### config.mk
export PLATFORM = sky130hd
export DESIGN_NAME = vga_timing
export DESIGN_NICKNAME = d
export VERILOG_FILES = /design/src/rtl/vga_timing.sv
export SDC_FILE = /design/constraint.sdc
export NUM_CORES = 1
export LEC_CHECK = 0
export CAP_MARGIN = 30
export CORE_ASPECT_RATIO = 1.2
export CORE_UTILIZATION = 50
export DETAILED_ROUTE_END_ITERATION = 8
export GPL_TIMING_DRIVEN = 0
export MAX_ROUTING_LAYER = met4
export PLACE_DENSITY = 0.79
export SLEW_MARGIN = 20
export SYNTH_ARGS = -nofsm -noshare
export SYNTH_HDL_FRONTEND = slang
export SYNTH_SLANG_ARGS = --single-unit
### constraint.sdc
create_clock -name clk -period 2.71 [get_ports clk]
set_clock_uncertainty 0.15 [all_clocks]
set_input_delay 0.4065 -clock clk [delete_from_list [all_inputs] [get_ports clk]]
set_output_delay 0.4065 -clock clk [all_outputs]
set_load 0.01 [all_outputs]
### src/rtl/vga_timing.sv
// Raster timing generator: pixel/line counters plus registered sync,
// blanking and line/frame strobes aligned with the counters they decode.
module vga_timing #(
  parameter int unsigned H_ACTIVE = 1280,
  parameter int unsigned H_FP     = 48,
  parameter int unsigned H_SYNC   = 112,
  parameter int unsigned H_BP     = 248,
  parameter int unsigned V_ACTIVE = 1024,
  parameter int unsigned V_FP     = 1,
  parameter int unsigned V_SYNC   = 3,
  parameter int unsigned V_BP     = 38,
  parameter bit          SYNC_POL = 1'b1
) (
  input  logic        clk,
  input  logic        rst,
  input  logic        pix_en,
  output logic [11:0] hcounter,
  output logic [10:0] vcounter,
  output logic        hsync,
  output logic        vsync,
  output logic        visible,
  output logic        line_start,
  output logic        frame_start,
  output logic [7:0]  frame_cnt
);

  localparam int unsigned H_TOTAL = H_ACTIVE + H_FP + H_SYNC + H_BP;
  localparam int unsigned V_TOTAL = V_ACTIVE + V_FP + V_SYNC + V_BP;

  if (H_TOTAL > 4096 || H_TOTAL < 2) begin : g_h_chk
    $error("vga_timing: H_TOTAL does not fit a 12-bit counter");
  end
  if (V_TOTAL > 2048 || V_TOTAL < 1) begin : g_v_chk
    $error("vga_timing: V_TOTAL does not fit an 11-bit counter");
  end

  // One extra bit so window ends equal to the total never wrap.
  localparam logic [12:0] H_LAST = 13'(H_TOTAL - 1);
  localparam logic [12:0] H_VIS  = 13'(H_ACTIVE);
  localparam logic [12:0] HS_LO  = 13'(H_ACTIVE + H_FP);
  localparam logic [12:0] HS_HI  = 13'(H_ACTIVE + H_FP + H_SYNC);
  localparam logic [11:0] V_LAST = 12'(V_TOTAL - 1);
  localparam logic [11:0] V_VIS  = 12'(V_ACTIVE);
  localparam logic [11:0] VS_LO  = 12'(V_ACTIVE + V_FP);
  localparam logic [11:0] VS_HI  = 12'(V_ACTIVE + V_FP + V_SYNC);

  logic [11:0] hcnt_q, hcnt_d;
  logic [10:0] vcnt_q, vcnt_d;
  logic [7:0]  fcnt_q, fcnt_d;
  logic        hsync_q, hsync_d;
  logic        vsync_q, vsync_d;
  logic        visible_q, visible_d;
  logic        line_start_q, line_start_d;
  logic        frame_start_q, frame_start_d;
  logic        h_wrap, v_wrap;
  logic [12:0] h_ext;
  logic [11:0] v_ext;

  always_comb begin
    h_wrap = ({1'b0, hcnt_q} == H_LAST);
    v_wrap = ({1'b0, vcnt_q} == V_LAST);
    hcnt_d = hcnt_q;
    vcnt_d = vcnt_q;
    fcnt_d = fcnt_q;
    if (pix_en) begin
      if (h_wrap) begin
        hcnt_d = '0;
        if (v_wrap) begin
          vcnt_d = '0;
          fcnt_d = fcnt_q + 8'd1;
        end else begin
          vcnt_d = vcnt_q + 11'd1;
        end
      end else begin
        hcnt_d = hcnt_q + 12'd1;
      end
    end
    // Decode from next counters so outputs line up with them.
    h_ext = {1'b0, hcnt_d};
    v_ext = {1'b0, vcnt_d};
    hsync_d = (h_ext >= HS_LO && h_ext < HS_HI) ? SYNC_POL : ~SYNC_POL;
    vsync_d = (v_ext >= VS_LO && v_ext < VS_HI) ? SYNC_POL : ~SYNC_POL;
    visible_d = (h_ext < H_VIS) && (v_ext < V_VIS);
    line_start_d = pix_en && h_wrap;
    frame_start_d = pix_en && h_wrap && v_wrap;
  end

  always_ff @(posedge clk) begin
    if (rst) begin
      hcnt_q        <= '0;
      vcnt_q        <= '0;
      fcnt_q        <= '0;
      hsync_q       <= ~SYNC_POL;
      vsync_q       <= ~SYNC_POL;
      visible_q     <= 1'b1;
      line_start_q  <= 1'b0;
      frame_start_q <= 1'b0;
    end else begin
      hcnt_q        <= hcnt_d;
      vcnt_q        <= vcnt_d;
      fcnt_q        <= fcnt_d;
      hsync_q       <= hsync_d;
      vsync_q       <= vsync_d;
      visible_q     <= visible_d;
      line_start_q  <= line_start_d;
      frame_start_q <= frame_start_d;
    end
  end

  assign hcounter    = hcnt_q;
  assign vcounter    = vcnt_q;
  assign frame_cnt   = fcnt_q;
  assign hsync       = hsync_q;
  assign vsync       = vsync_q;
  assign visible     = visible_q;
  assign line_start  = line_start_q;
  assign frame_start = frame_start_q;

endmodule
==> impl_metrics.json <==
{
  "status": "finished, violations left",
  "violations": "DRC",
  "hp-start": "frame_cnt[7]",
  "p_int_uw": 771,
  "power_uw": 977,
  "finalSetupViolCount": 0,
  "ys_types": 43,
  "antenna_found_initial": 0,
  "die_area_sq_um": 3860,
  "ioPinCount": 39,
  "max_stage_delay_ns": 0.52,
  "fmax_ghz": 0.377,
  "p_clk_share_pct": 42.1,
  "p_leak_nw": 0.825,
  "grt.met1_usage_pct": 25.5,
  "postRouteAntennaNets": 0,
  "grt_max_degree": 11,
  "finalHoldViolCount": 0,
  "worstSetupEndpointType": "flop",
  "wl_per_cell_microns": 13.9,
  "htree_levels": 2,
  "synth_ff_type": "dfxtp_1",
  "dpl.hpwl_microns": 2760,
  "drive_gt1_share_pct": 8.76,
  "cts_setup_buffers": 0,
  "layout_common_cells": "clkdlybuf4s50_1, dfxtp_1, nor2_1, xor2_1",
  "grt_pass1_vias": 1437,
  "worst_pin_slew_ns": 0.570,
  "r2r-end": "vsync",
  "clock_latency_ns": 0.29,
  "critical_path_arrival_ns": 2.71,
  "stdcell_area_sq_um": 2360,
  "ys_ff_latch": 36,
  "holdPathStages": 2,
  "power_density_nw_per_um2": 415,
  "grt_busiest_layer": "met2",
  "antenna_cells": 0,
  "areaGrowthSynthToFinish_pct": 30.5,
  "wl_microns": 4000,
  "syn-num-nets": 214,
  "maxCapViolCount": 0,
  "min_period_ns": 2.66,
  "fillers": 266,
  "r2r_slack_ns": 0.05,
  "nNetsFinal": 258,
  "syn-mean-instance-area_sq_um": 8.72,
  "grt_usage_pct": 22.5,
  "crit_path_start": "hcounter[8]",
  "vias_per_cell": 5.70,
  "p_sw_share_pct": 21.1,
  "vias": 1642,
  "combPwrFrac_pct": 3.0,
  "clock_path_buffers": 2,
  "multiInputGateArea_sq_um": 1050,
  "yosysSeqAreaShare_pct": 39.9,
  "rsz0062_at_grt": "yes",
  "path_max_fanout": 9,
  "slew_viol_final": 0,
  "syn_inst": 207,
  "synth-edff-count": 0,
  "start_util_pct": 53.2,
  "dieHeight_microns": 67.8,
  "first_iter_violations": 55,
  "r2r_cells": 7,
  "cts_buffers": 5,
  "final_common_cell": "clkdlybuf4s50_1",
  "use_met2_pct": 38.1,
  "holdPathEnd": "frame_cnt[7]",
  "gr-total-overflow": 0,
  "met3_usage_pct": 5.67,
  "period_share_pct": 98.0,
  "grt_pass1_wl_microns": 6420,
  "ys.warnings.count": 0,
  "cts_tree": "built",
  "rows": 23,
  "p_seq_share_pct": 54.9,
  "firstDrtPassIters": 6,
  "min_path_type": "reg2reg",
  "crit_type": "reg2reg",
  "critical_path_required_ns": 2.77,
  "drc": 6,
  "dieWidth_microns": 56.9,
  "cts-root-buf": "clkbuf_8",
  "worst_slack_ns": 0.0544,
  "regArea_sq_um": 722,
  "switching_power_uw": 206,
  "cpMaxStageDelayCell": "or4_4",
  "gp_congestion": 0.892,
  "ir_drop_mv": 0.284,
  "cp-start-kind": "flop",
  "r2r_start": "hcounter[8]",
  "clkTransAtPathRegs_ns": 0.07,
  "coreArea_sq_um": 3400,
  "postPlaceCellArea_sq_um": 2220,
  "crit_chain": "buf_6 > or4b_1 > or4_4 > buf_6 > or4_4 > a21oi_4 > nor4b_4",
  "syn-cell-area_sq_um": 1810,
  "synth-async-reset-ratio_pct": 0,
  "slew_headroom_pct": 61.7,
  "port_buffers": 37,
  "cts.sinks": 36,
  "dp_slack_ns": -0.0902
}
[metal layers]
metal / up-vias / share of wire [%]
met5: - / 0
met3: 6 / 4.2
met2: 38 / 49
met1: 772 / 45
met4: 0 / 1.4
li1: 826 / -
[area by class of cell]
type / count / share of cell area, %
inverter: 2 / 0.319
sequential: 36 / 30.6
buffer: 11 / 2.66
timing repair buffer: 37 / 15.7
tap: 37 / 1.96
clock buffer: 7 / 4.09
multi-input combinational: 158 / 44.6
[worst max-delay path by stage]
stage                        end  slack [ns]
global placement    frame_cnt[6]       -0.09
CTS                        vsync        0.02
global route               vsync       -0.05
floorplan                  vsync        0.15
finish                     vsync        0.05
detailed placement  frame_cnt[6]       -0.09
[Yosys cell counts (all sizes together), types with 2 or more instances]
cell     n  area share, %
a21oi    8            2.4
and3     7            2.4
and4     3            1.5
buf      4            1.6
clkbuf   7            1.5
dfxtp   36             40
ha       4            2.8
inv      2           0.42
mux2i    4            2.2
nand2   10            2.1
nand2b   3            1.0
nand3    9            2.5
nand4   11            3.8
nand4b   2           0.97
nor2    31            6.4
nor3    10            2.8
o21ai    8            2.2
or3      2           0.69
or4      2            1.0
or4b     2            1.1
xnor2   11            5.3
xor2    15            7.3
[critical path, delay by kind of cell (launching register included)]
family	cells	cell delay, ns
buf+inv	2	0.28
compound gates	1	0.15
simple gates	4	1.67
flops	1	0.33
[kinds of logic (layout without fill, tap and decap cells)]
kind of cell / Yosys count / count (layout) / share of synthesized area [%]
compound gates: 24 / 24 / 8.46
xor+xnor: 26 / 26 / 12.6
fa+ha+maj: 4 / 4 / 2.77
buf+inv: 13 / 57 / 3.47
flops: 36 / 36 / 39.9
mux: 4 / 4 / 2.22
simple gates: 100 / 100 / 30.6
[repair_timing]
| action | CTS | global route |
|---|---|---|
| resized for setup | 1 | 9 |
| hold buffers | 0 | 0 |
| cloned | 0 | 0 |
| pin swaps | 0 | 1 |
| endpoints found under the setup margin | 5 | 4 |
| hold endpoints to repair | 0 | 0 |
[stage by stage]
| step | setup TNS, ns | utilization (%) | hold WS, ns | std cells |
|---|---|---|---|---|
| 2_1_floorplan | 0 | - | 0.331 | 207 |
| 3_3_place_gp | -0.237 | 65.4 | 0.345 | 281 |
| 3_5_place_dp | -0.259 | 65.4 | 0.361 | 281 |
| 4_1_cts | 0 | 68.4 | 0.382 | 288 |
| 5_1_grt | -0.0493 | 69.4 | 0.408 | 288 |
| 6_report | 0 | 69.4 | 0.373 | 288 |
[power groups by stage]
stage / Clock, mW / Combinational [mW] / Sequential, mW
floorplan: 0 / 0.0149 / 0.550
global placement: 0 / 0.0293 / 0.548
detailed placement: 0 / 0.0294 / 0.549
CTS: 0.420 / 0.0296 / 0.536
global route: 0.442 / 0.0336 / 0.537
finish: 0.411 / 0.0293 / 0.536
[sequential cells by signal, indices dropped and copies added, names as in the netlist]
signal / count
frame_cnt: 8
frame_start: 1
hcounter: 12
hsync: 1
line_start: 1
vcounter: 11
visible: 1
vsync: 1
(Power assumes the default switching activity.)
